<file path="src/rtl/race_ctrl_pkg.sv">
// ============================================================================
// Module : race_ctrl_pkg
// Brief  : Shared types and constants for the race controller and cell array.
//          The ST_TB state exists only when RACE_TB_EN is defined.
// Rev    : 1.0  initial release
// ============================================================================
`default_nettype none

package race_ctrl_pkg;

  localparam int EDGE_WIDTH      = 4;
  localparam int DELAY_WIDTH     = 8;
  localparam int DEF_SCORE_WIDTH = 8;

  typedef logic [EDGE_WIDTH-1:0] edge_vec;

  typedef enum logic [2:0] {
    ST_IDLE  = 3'd0,
    ST_CLEAR = 3'd1,
    ST_RACE  = 3'd2,
    ST_DONE  = 3'd3
`ifdef RACE_TB_EN
    ,
    ST_TB    = 3'd4
`endif
  } race_state_e;

endpackage

`default_nettype wire

</file>
<file path="src/rtl/race_ctrl_if.sv">
// ============================================================================
// Module : race_ctrl_if
// Brief  : Start/score handshakes and cell-array race signals of race_ctrl.
// Rev    : 1.0  initial release
// ============================================================================
`default_nettype none

interface race_ctrl_if
  import race_ctrl_pkg::*;
#(
  parameter int SCORE_WIDTH = DEF_SCORE_WIDTH
) ();

  logic                   start_valid;
  logic                   start_ready;
  logic                   array_clr;
  edge_vec                launch;
  edge_vec                arrive;
  logic                   score_valid;
  logic                   score_ready;
  logic [SCORE_WIDTH-1:0] score;
  logic                   score_sat;
  logic                   tb_shift_en;
  logic                   tb_done;

  modport slave (
    input  start_valid, arrive, score_ready,
    output start_ready, array_clr, launch, score_valid, score, score_sat,
           tb_shift_en, tb_done
  );

  modport master (
    output start_valid, arrive, score_ready,
    input  start_ready, array_clr, launch, score_valid, score, score_sat,
           tb_shift_en, tb_done
  );

endinterface

`default_nettype wire

</file>
<file path="src/rtl/race_ctrl_sat_counter.sv">
// ============================================================================
// Module : sat_counter
// Brief  : Up-counter that sticks at all-ones; shared by controller and cells.
// Rev    : 1.0  initial release
// ============================================================================
`default_nettype none

module sat_counter #(
  parameter int WIDTH = 8
) (
  input  logic             clk,
  input  logic             rst,
  input  logic             clr,
  input  logic             inc,
  output logic [WIDTH-1:0] value,
  output logic             at_max
);

  logic [WIDTH-1:0] value_q, value_d;

  assign at_max = &value_q;
  assign value  = value_q;

  always_comb begin
    value_d = value_q;
    if (clr)
      value_d = '0;
    else if (inc && !at_max)
      value_d = value_q + 1'b1;
  end

  always_ff @(posedge clk or posedge rst) begin
    if (rst)
      value_q <= '0;
    else
      value_q <= value_d;
  end

endmodule

`default_nettype wire

</file>
<file path="src/rtl/race_ctrl.sv">
// ============================================================================
// Module : race_ctrl
// Brief  : Clears the cell array, launches the race edge, times the arrival
//          and returns the score; RACE_TB_EN adds a traceback shift phase.
// Rev    : 1.0  initial release
// ============================================================================
`default_nettype none

module race_ctrl
  import race_ctrl_pkg::*;
#(
  parameter int SCORE_WIDTH = DEF_SCORE_WIDTH,
  parameter int CLR_CYCLES  = 2,
  parameter int TB_LEN      = 16
) (
  input  logic        clk,
  input  logic        rst,
  race_ctrl_if.slave  bus
);

  localparam int                     CLR_W     = (CLR_CYCLES > 1) ? $clog2(CLR_CYCLES) : 1;
  localparam logic [CLR_W-1:0]       CLR_LAST  = CLR_W'(CLR_CYCLES - 1);
  localparam logic [SCORE_WIDTH-1:0] SCORE_MAX = '1;

  race_state_e            state_q, state_d;
  logic [CLR_W-1:0]       clr_cnt_q, clr_cnt_d;
  logic                   start_ready_q, start_ready_d;
  logic                   array_clr_q, array_clr_d;
  edge_vec                launch_q, launch_d;
  logic                   score_valid_q, score_valid_d;
  logic [SCORE_WIDTH-1:0] score_q, score_d;
  logic                   score_sat_q, score_sat_d;
  logic                   tb_shift_en_q, tb_shift_en_d;
  logic                   tb_done_q, tb_done_d;

  logic [SCORE_WIDTH-1:0] ctr;
  logic                   ctr_at_max;
  logic                   arrival;

  assign arrival = |bus.arrive;

  sat_counter #(
    .WIDTH (SCORE_WIDTH)
  ) u_ctr (
    .clk    (clk),
    .rst    (rst),
    .clr    (state_q == ST_CLEAR),
    .inc    ((state_q == ST_RACE) && !arrival),
    .value  (ctr),
    .at_max (ctr_at_max)
  );

`ifdef RACE_TB_EN
  localparam int              TB_W    = (TB_LEN > 1) ? $clog2(TB_LEN) : 1;
  localparam logic [TB_W-1:0] TB_LAST = TB_W'(TB_LEN - 1);
  logic [TB_W-1:0]            tb_cnt_q, tb_cnt_d;
`endif

  always_comb begin
    state_d     = state_q;
    clr_cnt_d   = clr_cnt_q;
    score_d     = score_q;
    score_sat_d = score_sat_q;
    tb_done_d   = 1'b0;
`ifdef RACE_TB_EN
    tb_cnt_d    = tb_cnt_q;
`endif
    case (state_q)
      ST_IDLE: begin
        clr_cnt_d = '0;
        if (bus.start_valid)
          state_d = ST_CLEAR;
      end
      ST_CLEAR: begin
        if (clr_cnt_q == CLR_LAST)
          state_d = ST_RACE;
        else
          clr_cnt_d = clr_cnt_q + 1'b1;
      end
      ST_RACE: begin
        // An arrival in the saturating cycle still counts as a real alignment.
        if (arrival) begin
          score_d     = ctr;
          score_sat_d = 1'b0;
          state_d     = ST_DONE;
        end else if (ctr_at_max) begin
          score_d     = SCORE_MAX;
          score_sat_d = 1'b1;
          state_d     = ST_DONE;
        end
      end
      ST_DONE: begin
        if (bus.score_ready) begin
`ifdef RACE_TB_EN
          state_d  = ST_TB;
          tb_cnt_d = '0;
`else
          state_d  = ST_IDLE;
`endif
        end
      end
`ifdef RACE_TB_EN
      ST_TB: begin
        if (tb_cnt_q == TB_LAST) begin
          state_d   = ST_IDLE;
          tb_done_d = 1'b1;
        end else begin
          tb_cnt_d = tb_cnt_q + 1'b1;
        end
      end
`endif
      default: state_d = ST_IDLE;
    endcase

    start_ready_d = (state_d == ST_IDLE);
    array_clr_d   = (state_d == ST_CLEAR);
    score_valid_d = (state_d == ST_DONE);
    // Launch stays high through DONE/TB/IDLE so cell edges survive for traceback.
    launch_d = launch_q;
    if (state_d == ST_CLEAR)
      launch_d = '0;
    else if (state_d == ST_RACE)
      launch_d = '1;
`ifdef RACE_TB_EN
    tb_shift_en_d = (state_d == ST_TB);
`else
    tb_shift_en_d = 1'b0;
`endif
  end

  always_ff @(posedge clk or posedge rst) begin
    if (rst) begin
      state_q       <= ST_IDLE;
      clr_cnt_q     <= '0;
      start_ready_q <= 1'b1;
      array_clr_q   <= 1'b0;
      launch_q      <= '0;
      score_valid_q <= 1'b0;
      score_q       <= '0;
      score_sat_q   <= 1'b0;
      tb_shift_en_q <= 1'b0;
      tb_done_q     <= 1'b0;
`ifdef RACE_TB_EN
      tb_cnt_q      <= '0;
`endif
    end else begin
      state_q       <= state_d;
      clr_cnt_q     <= clr_cnt_d;
      start_ready_q <= start_ready_d;
      array_clr_q   <= array_clr_d;
      launch_q      <= launch_d;
      score_valid_q <= score_valid_d;
      score_q       <= score_d;
      score_sat_q   <= score_sat_d;
      tb_shift_en_q <= tb_shift_en_d;
      tb_done_q     <= tb_done_d;
`ifdef RACE_TB_EN
      tb_cnt_q      <= tb_cnt_d;
`endif
    end
  end

  assign bus.start_ready = start_ready_q;
  assign bus.array_clr   = array_clr_q;
  assign bus.launch      = launch_q;
  assign bus.score_valid = score_valid_q;
  assign bus.score       = score_q;
  assign bus.score_sat   = score_sat_q;
  assign bus.tb_shift_en = tb_shift_en_q;
  assign bus.tb_done     = tb_done_q;

endmodule

`default_nettype wire
</file>
<file path="src/flat_wrapper.sv">
// flat-port wrapper written by rule: the top's interface ports become plain ports
module race_ctrl_flat import race_ctrl_pkg::*;
#(
  parameter int SCORE_WIDTH = DEF_SCORE_WIDTH,
  parameter int CLR_CYCLES  = 2,
  parameter int TB_LEN      = 16
)
  (clk, rst, bus_start_valid, bus_arrive, bus_score_ready, bus_start_ready, bus_array_clr, bus_launch, bus_score_valid, bus_score, bus_score_sat, bus_tb_shift_en, bus_tb_done);
  race_ctrl_if #(.SCORE_WIDTH(SCORE_WIDTH)) bus_i ();
  input  logic clk;
  input  logic rst;
  input wire logic [$bits(bus_i.start_valid)-1:0] bus_start_valid;
  input wire logic [$bits(bus_i.arrive)-1:0] bus_arrive;
  input wire logic [$bits(bus_i.score_ready)-1:0] bus_score_ready;
  output wire logic [$bits(bus_i.start_ready)-1:0] bus_start_ready;
  output wire logic [$bits(bus_i.array_clr)-1:0] bus_array_clr;
  output wire logic [$bits(bus_i.launch)-1:0] bus_launch;
  output wire logic [$bits(bus_i.score_valid)-1:0] bus_score_valid;
  output wire logic [$bits(bus_i.score)-1:0] bus_score;
  output wire logic [$bits(bus_i.score_sat)-1:0] bus_score_sat;
  output wire logic [$bits(bus_i.tb_shift_en)-1:0] bus_tb_shift_en;
  output wire logic [$bits(bus_i.tb_done)-1:0] bus_tb_done;
  assign bus_i.start_valid = bus_start_valid;
  assign bus_i.arrive = bus_arrive;
  assign bus_i.score_ready = bus_score_ready;
  assign bus_start_ready = bus_i.start_ready;
  assign bus_array_clr = bus_i.array_clr;
  assign bus_launch = bus_i.launch;
  assign bus_score_valid = bus_i.score_valid;
  assign bus_score = bus_i.score;
  assign bus_score_sat = bus_i.score_sat;
  assign bus_tb_shift_en = bus_i.tb_shift_en;
  assign bus_tb_done = bus_i.tb_done;
  race_ctrl #(.SCORE_WIDTH(SCORE_WIDTH), .CLR_CYCLES(CLR_CYCLES), .TB_LEN(TB_LEN)) u_core (.clk(clk), .rst(rst), .bus(bus_i));
endmodule
</file>
<file path="config.mk">
export PLATFORM = sky130hd
export DESIGN_NAME = race_ctrl_flat
export DESIGN_NICKNAME = d
export VERILOG_FILES = /design/src/rtl/race_ctrl_pkg.sv /design/src/rtl/race_ctrl_if.sv /design/src/rtl/race_ctrl_sat_counter.sv /design/src/rtl/race_ctrl.sv /design/src/flat_wrapper.sv
export SDC_FILE = /design/constraint.sdc
export NUM_CORES = 1
export LEC_CHECK = 0
export ABC_AREA = 0
export CORE_MARGIN = 2
export CORE_UTILIZATION = 30
export DETAILED_ROUTE_END_ITERATION = 7
export SLEW_MARGIN = 25
export SYNTH_ARGS = -nofsm -noshare
export SYNTH_HDL_FRONTEND = slang
export SYNTH_SLANG_ARGS = --single-unit
</file>
<file path="constraint.sdc">
create_clock -name clk -period 2.9 [get_ports clk]
set_clock_uncertainty 0.05 [all_clocks]
set_input_delay 0.725 -clock clk [delete_from_list [all_inputs] [get_ports clk]]
set_output_delay 0.725 -clock clk [all_outputs]
set_load 0.01 [all_outputs]
</file>
==> results.md, run 1 <==
- Netlist cell types: 37
- Largest net degree at the start of global routing: 26
- Clock Latency Late Sink: ~0.26 ns
- Max FO, Critical Path: 8
- Flops & latches, synth: 25
- Achievable Freq: ~440 MHz
- Placement Setup Slack: 0.347 ns
- DR vias/cell: 4.70
- Antenna Cells: 0
- Register area: 627 µm²
- Final hold vios: 0
- Count of pins over their slew limit: 0
- Core footprint: roughly 3700 µm²
- Clk buf depth: 2
- Initial drt markers: 21
- Post-cts resize count: 0
- CP peak stage delay: between 0.4 and 0.5 ns
- Final #Nets: 130
- Post-synthesis cell area: 1150 µm²
- Fraction of layout cells with a size suffix above 1: under 10%
- DRC viols: 0
- Final worst slack: 0.610 ns
- Pwr dens: about 690 nW/µm²
- Drt first pass iters: 4
- Cells after DPL: ~160
- Die Width: approximately 66 µm
- Top cells by area, synth: dfrtp_1 (52%), o22a_1 (6.1%), buf_4 (3.3%)
- Mapped Cells: a little under 100
- Hold buffers post-CTS: 0
- Yosys top cell area share: 52.2%
- Leakage Power: approximately 0.00060 µW
- Commonest cells after routing, fill and taps aside: dfrtp_1 (24), clkdlybuf4s50_1 (23), o22a_1 (8)
- Total die area: around 4300 µm²
- Min Tclk post-route: 2.29 ns
- Layout Cells excl Fill: 168
- Critical-path cell list: clkdlybuf4s50_1, nor4_4, o211ai_4, or4_1, a21oi_1
- Critical path launch point type: input pin
- Yosys warns: 0
- CTS buffer count: 3
- FF-to-FF path depth: 5
- Post-CTS setup buffers: 0
- Slowest cell on crit path: or4_1
- First-pass GRT wire length: roughly 3500 µm
- WP data required: 3.03 ns
- IO Pins: 26
- Routed vias: 790
- Final HPWL from detailed placement: ~1500 µm
- Arrival @ worst endpoint: ~2.4 ns
- H-tree level count: 1
- Clock sinks: 25
- Routed wire per std cell: 12.2 µm
- Top FF cell, synth: dfrtp_1
- Max IR drop VDD: between 0.0002 and 0.0003 V
- Crit path from: bus_arrive[1]
- Clock slew at reported path FFs: roughly 0.08 ns
- Seq/Total Area, Yosys: 54.5%
- R2R Setup Slk: ~1.2 ns
- Drt total wl: 2050 µm
- CTS tree: yes
- Async SR Flop Fraction: between 90% and 100%
- Final setup viols: 0
- Fill cell count: 350
- Commonest non-fill, non-tap cell in the layout: dfrtp_1
- ANT nets after route: 0
- Row count: 22
- Overall Power: roughly 1000 µW
- Critical Path End Type: flop
- Unrepaired setup endpoints after global routing: no
- Hold_ws: 0.443 ns
- Vias in the first global route: 799
- Multi-input gate area: ~450 µm²
- Chip height: 65.9 µm
- GPL Wtd Cong: approximately 0.76
- HP Class: reg -> reg
- Avg Cell Area, Syn: 11.6 µm²
- Number of synthesized flops with an enable pin: 0
- Initial antenna violation count: 0
- Worst reg2reg startpoint: u_core.u_ctr.value[0]$_DFFE_PP0P_
- Clock Tree Root: clkbuf_8
- Area grow syn2layout: 25.7%
- Final period utilization: between 70 and 80%
- Synth area leader: dfrtp_1
- Initial core utilization: about a third
- FF-to-FF End: u_core.u_ctr.value[3]$_DFFE_PP0P_
- # Max-Cap Violations: 0
- Total global-route track usage: around a tenth
- Status: finished, final reports clean
- Port bufs: 23
- Setup crit end: u_core.u_ctr.value[3]$_DFFE_PP0P_
- Setup TNS: 0 ns
- Crit Path Category: in -> reg
- Grt ovf: 0
critical path: cells and delay by family:
kind	cells	cell delay, ns
AOI/OAI and AO/OA	2	0.35
buffers and inverters	1	0.45
and+or+nand+nor	2	0.90
registers in the layout, indices dropped and copies added, names as in the netlist:
| register | count |
|---|---|
| u_core.clr_cnt_q | 1 |
| u_core.bus.start_ready | 1 |
| u_core.bus.launch | 1 |
| u_core.bus.score | 8 |
| u_core.state_q | 3 |
| u_core.bus.array_clr | 1 |
| u_core.bus.score_sat | 1 |
| u_core.u_ctr.value | 8 |
| u_core.bus.score_valid | 1 |
final cells by class:
type | count | area share (%)
timing repair buffer | 24 | 16.5
sequential | 25 | 43.4
inverter | 6 | 1.56
clock buffer | 4 | 3.12
tap | 48 | 4.16
multi-input combinational | 61 | 31.3
logic make-up (layout without fill, tap and decap cells):
group                      count (synthesis)  after routing  share of synthesized area [%]
and+or+nand+nor                           27             27                           16.5
AOI/OAI and AO/OA                         26             26                           17.5
DFF                                       25             25                           54.5
buffers and inverters                     15             34                           6.75
xor gates and xnor gates                   2              2                           1.52
muxes                                      2              2                           1.74
adders and majority gates                  1              1                           1.09
other                                      1              3                          0.326
synthesized netlist by cell type (2+ instances only):
cell type  instances
inv_1              6
o211ai_1           2
nand2_1            5
o31ai_1            4
or4_1              3
o22a_1             8
a21oi_1            5
dfrtp_1           24
nor3_1             2
nand3_1            2
and2_1             2
o21ai_0            3
mux2i_1            2
nor2_1             4
buf_4              5
report_power, final:
group / leakage (µW) / total (µW) / switching [µW] / internal [µW]
Clock: 0.0000228 / 200 / 102 / 97.9
Combinational: 0.000259 / 322 / 120 / 202
Sequential: 0.000322 / 479 / 49.7 / 430
Total: 0.000604 / 1000 / 271 / 730
stage by stage:
step                      cell area [µm²]  util [%]
final                                1450      39.5
after global placement               1400      38.2
after floorplan                      1160         -
after global routing                 1450      39.5
after CTS                            1450      39.5
after detailed placement             1400      38.2
metal layers:
metal	up-vias	global-route usage, %	share of wire [%]
met5	-	0	0
met4	0	4.69	1.9
met3	2	1.70	3.0
met2	11	17.2	49
met1	388	13.8	46
li1	389	-	-
worst min-delay path by stage:
stage,cells past startpoint,endpoint,startpoint
after floorplan,1,u_core.bus.array_clr$_DFF_PP0_,u_core.state_q[1]$_DFF_PP0_
after global placement,1,u_core.bus.score[7]$_DFFE_PP0P_,u_core.bus.score[7]$_DFFE_PP0P_
after detailed placement,1,u_core.bus.score[0]$_DFFE_PP0P_,u_core.bus.score[0]$_DFFE_PP0P_
after CTS,1,u_core.bus.score[0]$_DFFE_PP0P_,u_core.bus.score[0]$_DFFE_PP0P_
after global routing,1,u_core.bus.score[2]$_DFFE_PP0P_,u_core.bus.score[2]$_DFFE_PP0P_
final,1,u_core.bus.score[0]$_DFFE_PP0P_,u_core.bus.score[0]$_DFFE_PP0P_
Note: power is estimated with default switching activity, not from simulation.
==> run 2: changes to the inputs <==
==> constraint.sdc (replaced) <==
create_clock -name clk -period 1.9 [get_ports clk]
set_clock_uncertainty 0.05 [all_clocks]
set_input_delay 0.475 -clock clk [delete_from_list [all_inputs] [get_ports clk]]
set_output_delay 0.475 -clock clk [all_outputs]
set_load 0.01 [all_outputs]
==> run 2 against run 1 <==
First-iteration DRC count shrank 24%; clock power grew 50%; via count grew 5.3%; sequential power grew 54%; routed wire length grew 11%; combinational power grew 54%; setup slack lost 0.53 ns; flip-flop and latch count is the same; sequential share of layout area shrank 2.6 points; power grew 53%; cell area grew 6.4%.
==> results.md, run 2 (synthesis results as in run 1) <==
- Status: finished, final reports clean
- Largest net degree at the start of global routing: 26
- Die Width: about 66 µm
- Drt first pass iters: 4
- GPL Wtd Cong: 0.706
- Routed vias: between 800 and 900
- Unrepaired setup endpoints after global routing: no
- Initial drt markers: 16
- Layout Cells excl Fill: roughly 180
- Clock slew at reported path FFs: roughly 0.080 ns
- Hold Crit Depth: 1
- Clock Latency Late Sink: around 0.26 ns
- Achievable Freq: between 500 and 600 MHz
- # Max-Cap Violations: 0
- Total die area: about 4300 µm²
- Arrival @ worst endpoint: ~1.3 ns
- Max IR drop VDD: around 0.00045 V
- Area grow syn2layout: 33.7%
- Commonest non-fill, non-tap cell in the layout: dfrtp_1
- Critical path launch point type: flop
- Fraction of layout cells with a size suffix above 1: 17.2%
- Total global-route track usage: 11.6%
- Setup TNS: 0 ns
- Cells after DPL: 170
- CP peak stage delay: between 0.5 and 0.6 ns
- Hold buffers post-CTS: 0
- Clk buf depth: 2
- DRC viols: 0
- HP Class: reg -> reg
- FF-to-FF path depth: 5
- Chip height: 65.9 µm
- Pwr dens: between 900 and 1000 nW/µm²
- Routed wire per std cell: 13.0 µm
- Crit Path Category: reg -> out
- First-pass GRT wire length: approximately 3800 µm
- ANT nets after route: 0
- Final HPWL from detailed placement: 1630 µm
- Critical-path cell list: clkdlybuf4s50_1
- Row count: 22
- Antenna Cells: 0
- Clock Tree Root: clkbuf_8
- WP data required: ~1.4 ns
- Max FO, Critical Path: 1
- Port bufs: 23
- CTS tree: yes
- Buf/Inv on CP: 1
- Drt total wl: between 2000 and 2500 µm
- Core footprint: roughly 3700 µm²
- Critical Path End Type: output pin
- Count of pins over their slew limit: 0
- Final setup viols: 0
- Final period utilization: a little over nine tenths
- Final #Nets: 138
- IO Pins: 26
- Overall Power: 1530 µW
- Clock sinks: 25
- Grt ovf: 0
- H-tree level count: 1
- Leakage Power: roughly 0.00066 µW
- Crit path max-delay family: flip-flops
- Post-route cell area: roughly 1500 µm²
- Initial core utilization: between 30% and 40%
- Commonest cells after routing, fill and taps aside: dfrtp_1 (24), clkdlybuf4s50_1 (19), o22a_1 (8), buf_4 (8), inv_1 (6)
- Initial antenna violation count: 0
- Min Tclk post-route: roughly 1.8 ns
- Vias in the first global route: around 850
- CP Depth: 1
- DR vias/cell: ~4.7
- CTS buffer count: 3
- Final hold vios: 0
- Slowest cell on crit path: dfstp_2
- Post-DP Area: between 1000 and 1500 µm²
-- run 2: per-layer routing --
metal / routed length (µm) / up-vias / GRT usage [%] / share of wire, %
met5: 0 / - / 0 / 0
met4: 59 / 0 / 7.03 / 2.6
met3: 85 / 4 / 2.39 / 3.7
met2: 1140 / 14 / 19.9 / 50
met1: 999 / 411 / 13.2 / 44
li1: - / 403 / - / -
-- run 2: final timing paths --
| kind | startpoint | end | slack, ns |
|---|---|---|---|
| setup / recovery | u_core.bus.start_ready$_DFF_PP1_ | bus_start_ready | 0.08 |
| hold / removal | u_core.bus.score[1]$_DFFE_PP0P_ | u_core.bus.score[1]$_DFFE_PP0P_ | 0.45 |
| setup reg to reg | u_core.u_ctr.value[0]$_DFFE_PP0P_ | u_core.u_ctr.value[7]$_DFFE_PP0P_ | 0.12 |
| hold reg to reg | u_core.bus.score[1]$_DFFE_PP0P_ | u_core.bus.score[1]$_DFFE_PP0P_ | 0.45 |
| min in group asynchronous | rst | u_core.bus.score[2]$_DFFE_PP0P_ | 0.51 |
| max in group asynchronous | rst | u_core.bus.start_ready$_DFF_PP1_ | 1.01 |
-- run 2: metrics by stage --
step                      hold WS (ns)  utilization, %  worst slack (ns)
after floorplan                  0.452               -             0.186
after global placement           0.424            39.8            -0.354
after detailed placement         0.429            39.8            -0.398
after CTS                        0.450            41.6            0.0254
after global routing             0.476            42.0           0.00515
final                            0.445            42.0            0.0757
-- run 2: what timing repair did --
item / CTS / global route
buffers inserted: 2 / 0
resized for setup: 5 / 5
gates cloned: 0 / 0
pin swaps: 4 / 5
endpoints found under the setup margin: 16 / 18
-- run 2: where the power goes --
| part | switching (µW) | internal, µW | total, µW |
|---|---|---|---|
| combinational | 185 | 312 | 497 |
| clock | 152 | 150 | 301 |
| sequential | 80.1 | 656 | 736 |
-- run 2: area by class of cell --
cell class,instances,area [µm²]
Tap cell,48,60.1
Sequential cell,25,627
Fill cell,352,2120
Timing Repair Buffer,32,309
Inverter,6,22.5
Multi-Input combinational cell,61,474
Clock buffer,4,45.0
